===== src/rtl/updown_mod_counter.sv =====
// Up/down modulo counter with synchronous load, wrap/saturate boundary modes,
// a combinational terminal-count decode and registered wrap/sat event flags.
module updown_mod_counter #(
    parameter int              WIDTH   = 4,
    parameter longint unsigned MODULUS = 64'd1 << WIDTH
) (
    input  logic             clk,
    input  logic             rst,
    input  logic             en,
    input  logic             updown,
    input  logic             load,
    input  logic [WIDTH-1:0] load_val,
    input  logic             sat_mode,
    output logic [WIDTH-1:0] q,
    output logic             tc,
    output logic             wrap,
    output logic             sat
);

    // Highest legal count. When MODULUS == 2**WIDTH this is all ones, so the
    // wrap path reduces to natural binary rollover.
    localparam logic [WIDTH-1:0] Q_MAX   = WIDTH'(MODULUS - 64'd1);
    // One extra bit so a full 2**WIDTH modulus is representable for the clamp.
    localparam logic [WIDTH:0]   MOD_EXT = (WIDTH+1)'(MODULUS);

    logic [WIDTH-1:0] q_next;
    logic             wrap_next;
    logic             sat_next;
    logic             at_top;
    logic             at_bottom;
    logic             load_over;

    assign at_top    = (q == Q_MAX);
    assign at_bottom = (q == '0);
    assign load_over = ({1'b0, load_val} >= MOD_EXT);

    // Terminal count follows q and the current direction with no latency.
    assign tc = updown ? at_top : at_bottom;

    // Next-state decode: load beats enable, enable beats hold.
    always_comb begin
        q_next    = q;
        wrap_next = 1'b0;
        sat_next  = 1'b0;
        if (load) begin
            q_next = load_over ? Q_MAX : load_val;
        end else if (en) begin
            if (updown) begin
                if (!at_top) begin
                    q_next = q + WIDTH'(1);
                end else if (sat_mode) begin
                    sat_next = 1'b1;
                end else begin
                    q_next    = '0;
                    wrap_next = 1'b1;
                end
            end else begin
                if (!at_bottom) begin
                    q_next = q - WIDTH'(1);
                end else if (sat_mode) begin
                    sat_next = 1'b1;
                end else begin
                    q_next    = Q_MAX;
                    wrap_next = 1'b1;
                end
            end
        end
    end

    // Count and event-flag registers; reset clears them without a clock edge.
    always_ff @(posedge clk or negedge rst) begin
        if (!rst) begin
            q    <= '0;
            wrap <= 1'b0;
            sat  <= 1'b0;
        end else begin
            q    <= q_next;
            wrap <= wrap_next;
            sat  <= sat_next;
        end
    end

endmodule

===== config.mk =====
export PLATFORM = sky130hd
export DESIGN_NAME = updown_mod_counter
export DESIGN_NICKNAME = d
export VERILOG_FILES = /design/src/rtl/updown_mod_counter.sv
export SDC_FILE = /design/constraint.sdc
export NUM_CORES = 1
export LEC_CHECK = 0
export CAP_MARGIN = 30
export CORE_AREA = 2 2 39 41
export CTS_CLUSTER_SIZE = 12
export DETAILED_ROUTE_END_ITERATION = 7
export DIE_AREA = 0 0 41 43
export GPL_ROUTABILITY_DRIVEN = 0
export MAX_ROUTING_LAYER = met4
export PLACE_DENSITY_LB_ADDON = 0.08
export SYNTH_ARGS = -nofsm -noshare
export SYNTH_HDL_FRONTEND = slang
export SYNTH_SLANG_ARGS = --single-unit

===== constraint.sdc =====
create_clock -name clk -period 3 [get_ports clk]
set_input_delay 0.3 -clock clk [delete_from_list [all_inputs] [get_ports clk]]
set_output_delay 0.3 -clock clk [all_outputs]
set_load 0.01 [all_outputs]

Word-level counts from Yosys, hierarchy flattened:

Index checks and enable logic that the tools add are counted.

* add/subtract/negate cells: 2
* eq/ne operators: 3
* multiplexer cells: 20
* reduce and logical (&&, ||, !) cells: 3

Operators by type and width (count)
* 4-bit 2-to-1 mux: 7
* 1-bit 2-to-1 mux: 13
* 4-bit != test, second input constant: 2
* 4-bit by 1-bit adder with 4-bit output, second input constant: 1
* 4-bit equality test, second input constant: 1
* 4-bit logical NOT: 1
* 4-bit by 1-bit subtractor with 4-bit output, second input constant: 1
* 3-bit AND reduction: 1
* 2-bit nonzero test: 1

* bits in registers: 6
* bits of input ports: 10
* output and inout port bits: 7
* logic and storage cells: 31

Logic depth before layout (Yosys ltp):

Gate-level depths: netlist of the first run.

* depth in word-level cells: 5
* mapped depth: 7
* gate-level depth less buffers: 7

Worst setup path before layout of the first run:

No wires, ideal clock.

* path type: reg-to-reg
* start point: register q[0]
* end point: register q[3]
* library setup time: 125 ps
* arrival: 1870 ps
* required time: 2875 ps
* slack: 1005 ps
* cell stages (with the launch flop): 8
* buffers on the path: 0
* clock period less this slack: 1995 ps
* path through: dfrtp_1 inv_1 ha_1 or2b_4 o22ai_4 a21o_4 mux2_4 mux2_2

* word-level cells in the longest chain between the ends: 5
* elaborated cells on any way between the ends: 12
* those cells by class: add/sub: 2; eq/ne: 3; mux: 5; reduce/logical: 2

Ends and longest elaborated chain
* start: declaration: RTL line 14 `output logic [WIDTH-1:0] q,`
* start signal: assignment: RTL line 77 `q <= q_next;`
* 4-bit by 1-bit subtractor with 4-bit output (tied with other cells): RTL line 59 `q_next = q - WIDTH'(1);`
* 4-bit 2-to-1 mux, on equally long branches: RTL line 58, 49
* 4-bit 2-to-1 mux: RTL line 48 `if (updown) begin`
* 4-bit 2-to-1 mux: RTL line 47 `end else if (en) begin`
* 4-bit 2-to-1 mux: RTL line 45 `if (load) begin`

Several ways; a longest one is shown, not always the timed one. The select of a mux whose other input is x is not followed.
A chain may end at the register's enable or synchronous reset.

Worst setup path in the final report of the first run:

* start point: register q[0]
* end point: output tc

* word-level cells in the longest chain between the ends: 2
* elaborated cells on any way between the ends: 3
* those cells by class: eq/ne: 1; mux: 1; reduce/logical: 1

Ends and longest elaborated chain
* 4-bit equality test or 4-bit logical NOT (tied branches): RTL line 33, 34
* 1-bit 2-to-1 mux *: RTL line 38 `assign tc = updown ? at_top : at_bottom;`
* end: declaration: RTL line 15 `output logic tc,`

Mark *: on every way between the ends. The rest lies on a longest branch, timed or not.

==> flow_summary.yaml, run 1 <==
global_route:
  grt_remaining_overflow: 0
  grt_pass1_vias: 342
  grt_antenna_before_repair: 0
  grt_pass1_wl_um: 1570
  grt_max_degree: 10
  grt_use_total: 0.141
cts:
  cts_setup_buffers: 0
  cts.root.buffer_cell: "clkbuf_4"
  cts_hold_buffers: 0
  clk_pin_slew_worst_paths_ns: 0.05
  post_cts_resized: 0
  cts_tree: "done"
  worstSkewPairLatency_ns: 0.24
  cts_max_level: 1
  cts_buffers: 3
  cts.sinks: 6
  clockBufferDepth: 2
timing:
  period_share: 0.765
  setup_viol: 0
  grt_setup_unrepaired: "no"
  worstMarginPinSlew_ns: 0.268
  final.setup.tns_ns: 0
  finalClockSkew_ns: 0.00564
  fmax_mhz: 436
  final.min_clock_period_ns: 2.29
  hold_viol_final: 0
  holdWs_ns: 0.286
  finalMaxSlewViolations: 0
  slew_headroom: 0.819
worst_setup_path:
  crit_slowest_cell: "clkdlybuf4s50_1"
  path_cells: "inv_1, ha_1, or2b_4, o22ai_4, clkdlybuf4s50_1"
  startpoint: "q[0]"
  crit_family: "buffers and inverters"
  end_kind: "primary output"
  crit_type: "flop to primary output"
  critPathRequiredTime_ns: 2.70
  start_kind: "flop"
  timing.rr.start: "q[0]"
  crit_arrival_ns: 1.99
  slowest_delay_ns: 0.57
  cp_max_fo: 7
  critPathBufInv: 2
worst_hold_path:
  hp-class: "primary input to async pin"
floorplan:
  start_util: 0.306
  die_y_um: 43
  die_w_um: 41
  core-area_mm2: 0.00138
  pin_count: 17
  die_area_mm2: 0.00176
  rows: 14
yosys:
  synthTopCellsByArea: "dfrtp_1 (36%), xnor2_1 (6.2%), ha_1 (5.9%), o22ai_4 (4.7%), nand2_1 (4.4%)"
  yosysWarnings: 0
  synth_cell_types: 22
  syn_nets: 53
  yosys.area.top_type_share: 0.355
  avgSynthCellArea_um2: 10.3
  syn_inst: 41
  yosysTopAreaCell: "dfrtp_1"
  ys_seq_elements: 6
  synth_area_um2: 423
  seq_area_frac_synth: 0.355
finish:
  drive_above_1_share: 0.186
  final_core_util: 0.449
  n_antenna_cell: 0
  area_delta_synth_final_pct: 47.0
  final_cell_area_um2: 622
  n_fill_cell: 146
  nets: 73
  final_cell_mix: "clkdlybuf4s50_1 (16), dfrtp_1 (6), nand2_1 (5)"
  layout_commonest_cell: "clkdlybuf4s50_1"
pwr:
  powerDensity_mw_per_mm2: 455
  p_int_uw: 197
  switching_power_uw: 85.5
  pwr-share-seq: 0.372
  power_frac_comb: 0.371
  max-vdd-ir-drop_uv: 338
  p_clk_frac: 0.257
  switching_share: 0.302
  power.leakage_nw: 0.263
drt:
  wirelength_um: 903
  wl_per_cell_um: 12.0
  drc: 0
  antenna_violating_nets_post_route: 0
  first_pass_iters: 4
  viasPerCell: 4.92
  initialDrtViolationCount: 6
  vias: 369
flow_run:
  max_cap_viol_count: 0
place:
  hpwlAfterDp_um: 718
  portBuffers: 16
  dpl_cell_area_um2: 599
run_status:
  status: "complete, no violations"
final cells by class:
class | count | area [um^2] | share of cell area
Inverter | 4 | 15.0 | 0.0241
Sequential cell | 6 | 150 | 0.241
Clock buffer | 3 | 22.5 | 0.0362
Timing Repair Buffer | 16 | 160 | 0.258
Multi-Input combinational cell | 30 | 254 | 0.408
Tap cell | 16 | 20.0 | 0.0322
worst paths after layout:
path / endpoint / slack [ns] / depth (start not counted)
setup / recovery: tc / 0.71 / 5
hold / removal: wrap / 0.29 / 1
setup reg to reg: q[3] / 0.97 / 7
hold reg to reg: q[1] / 0.74 / 2
max in group asynchronous: q[1] / 2.51 / 1
min in group clk: q[2] / 0.62 / 3
registers in the layout (all words and copies together), names as in the netlist:
signal	flops
wrap	1
q	4
sat	1
logic make-up after synthesis:
group	after synthesis	share of synthesized area
adders and majority gates	2	0.0592
muxes	3	0.0858
DFF	6	0.355
buffers and inverters	5	0.0444
and+or+nand+nor	11	0.169
AOI/OAI and AO/OA	11	0.225
xor gates and xnor gates	3	0.0621
power groups by stage:
stage / clock (mW) / sequential, mW / combinational, mW
finish: 0.0726 / 0.105 / 0.105
global route: 0.0850 / 0.108 / 0.117
CTS: 0.0771 / 0.106 / 0.107
detailed placement: 0 / 0.107 / 0.106
global placement: 0 / 0.107 / 0.108
floorplan: 0 / 0.106 / 0.0597
per-stage QoR:
stage	cells	power, mW	setup WS, ns
detailed placement	72	0.213	0.845
finish	75	0.283	0.705
global placement	72	0.214	0.875
global route	75	0.310	0.574
CTS	75	0.290	0.667
floorplan	41	0.166	1.00
synth_stat cells (all sizes together):
cell    count
and3        1
mux2i       1
xnor2       3
o221ai      1
a21o        1
inv         4
o21ai       3
ha          2
o31ai       1
buf         1
a221o       1
nand2       5
a21oi       2
or2         1
o22ai       1
and4b       1
nor4b       2
mux2        2
or2b        1
o21bai      1
dfrtp       6
metal layers:
metal / routed length [um] / share of wire / vias to the layer above / global-route usage
li1: - / - / 184 / -
met1: 405 / 0.45 / 165 / 0.174
met2: 389 / 0.43 / 18 / 0.181
met3: 94 / 0.10 / 2 / 0.0838
met4: 14 / 0.016 / 0 / 0.0600
met5: 0 / 0 / - / -
Note: power is estimated with default switching activity, not from simulation.
==> run 2: changes to the inputs <==
clock period = 2.09 ns   (was 3 ns; I/O delays follow)
==> run 2 against run 1 <==
Against the previous run: flip-flop and latch count unchanged; non-clock buffer count up 3; via count up 3.0%; sequential share of layout area down 0.80 points; global-route usage down 1.2 points; critical path depth up 2; cell count up 4.0%; clock power up 46%; sequential power up 39%; worst setup slack worse by 0.57 ns; worst hold slack worse by 0.083 ns.
==> flow_summary.yaml, run 2 (same netlist as run 1, synthesis figures left out) <==
finish:
  drive_above_1_share: 0.226
  area_delta_synth_final_pct: 52.1
  largest_reg_flops: 4
  layout_commonest_cell: "clkdlybuf4s50_1"
  max_flop_register: "q"
  stdcell_count: 78
  regArea_um2: 150
  nets: 76
  n_fill_cell: 151
  final_cell_mix: "clkdlybuf4s50_1 (15), dfrtp_1 (6), nand2_1 (5)"
  reg_top3: "q: 4 flops, sat: 1 flops, wrap: 1 flops"
  multi_input_area_um2: 254
  n_antenna_cell: 0
worst_setup_path:
  crit_arrival_ns: 2.08
  crit_slowest_cell: "dfrtp_1"
  path_cells: "inv_1, ha_1, or2b_4, o22ai_4, a21o_4, mux2_4, mux2_2"
  crit_type: "flop to flop"
  critPathBufInv: 1
  slowest_delay_ns: 0.43
  start_kind: "flop"
  critPathRequiredTime_ns: 2.22
  end_kind: "flop"
  crit_family: "multiplexers"
  cp_max_fo: 6
drt:
  drc: 0
  antenna_violating_nets_post_route: 0
  wirelength_um: 909
  vias: 380
  initialDrtViolationCount: 1
  wl_per_cell_um: 11.7
  viasPerCell: 4.87
  first_pass_iters: 2
timing:
  final.min_clock_period_ns: 1.96
  hold_viol_final: 0
  slew_headroom: 0.809
  finalClockSkew_ns: 0.000795
  final.setup.tns_ns: 0
  worstMarginPinSlew_ns: 0.283
  fmax_mhz: 511
  finalMaxSlewViolations: 0
  period_share: 0.936
  setup_viol: 0
  grt_setup_unrepaired: "no"
cts:
  cts_tree: "done"
  cts_max_level: 1
  worstSkewPairLatency_ns: 0.24
  cts.root.buffer_cell: "clkbuf_4"
  clk_pin_slew_worst_paths_ns: 0.04
  clockBufferDepth: 2
  cts.sinks: 6
  cts_hold_buffers: 0
  cts_buffers: 3
worst_hold_path:
  hp-class: "primary input to async pin"
global_route:
  grt_pass1_vias: 363
  grt_pass1_wl_um: 1470
  grt_antenna_before_repair: 0
  grt_use_total: 0.129
  grt_remaining_overflow: 0
  grt_max_degree: 10
floorplan:
  die_w_um: 41
  pin_count: 17
  start_util: 0.306
  core-area_mm2: 0.00138
  rows: 14
  die_y_um: 43
  die_area_mm2: 0.00176
place:
  dp_cells: 75
  hpwlAfterDp_um: 712
  portBuffers: 16
run_status:
  status: "complete, no violations"
flow_run:
  max_cap_viol_count: 0
pwr:
  max-vdd-ir-drop_uv: 390
  powerDensity_mw_per_mm2: 644
  power.leakage_nw: 0.282
==> run 2: cell count changes in the layout (fill, tap and decap cells not counted), sizes merged <==
cell           delta
dlygate4sd2       +1
clkdlybuf4s50     -1
buf               +3
==> run 2: worst reg2reg max path, stage by stage (launching register included) <==
cell and delay, ns:
dfrtp_1 0.43, inv_1 0.08, ha_1 0.15, or2b_4 0.29, o22ai_4 0.18, a21o_4 0.18, mux2_4 0.29, mux2_2 0.25
==> run 2: metrics by stage <==
stage,hold WS [ns],total power [mW],util,setup WS (ns),cell area [um^2]
2_1_floorplan,-0.0866,0.238,-,0.0948,423
3_3_place_gp,0.467,0.314,0.449,0.122,622
3_5_place_dp,0.467,0.313,0.449,0.121,622
4_1_cts,0.198,0.423,0.465,0.118,643
5_1_grt,0.211,0.448,0.465,0.0261,643
6_report,0.203,0.414,0.465,0.133,643
==> run 2: layer usage <==
metal	vias to the layer above	routed length, um	global-route usage
li1	190	-	-
met1	172	410	0.150
met2	18	411	0.181
met3	0	87	0.0785
met4	0	0	0.0400
met5	-	0	-
==> run 2: cell type report <==
| type | instances | share of cell area |
|---|---|---|
| Multi-Input combinational cell | 30 | 0.395 |
| Timing Repair Buffer | 19 | 0.282 |
| Sequential cell | 6 | 0.233 |
| Clock buffer | 3 | 0.0350 |
| Tap cell | 16 | 0.0311 |
| Inverter | 4 | 0.0233 |
==> run 2: where the power goes <==
| group | internal [mW] | leakage [nW] | switching, mW |
|---|---|---|---|
| sequential | 0.129 | 0.0757 | 0.0172 |
| clock | 0.0649 | 0.0138 | 0.0409 |
| combinational | 0.0967 | 0.192 | 0.0657 |
==> run 2: worst paths after layout <==
| kind | from | endpoint | slack [ns] | cells after the start |
|---|---|---|---|---|
| worst max-delay path | q[1] | q[3] | 0.13 | 7 |
| worst min-delay path | rst | q[2] | 0.20 | 1 |
| worst max register to register | q[1] | q[3] | 0.13 | 7 |
| worst min register to register | q[1] | q[1] | 0.70 | 2 |
| max in group asynchronous | rst | q[3] | 1.68 | 1 |
| min in group clk | load_val[0] | q[0] | 0.53 | 3 |
==> run 2: what timing repair did <==
action,in CTS,in global routing
gates resized for setup,1,0
endpoints found under the hold margin,0,0
buffers inserted,0,0
setup endpoints to repair,1,0
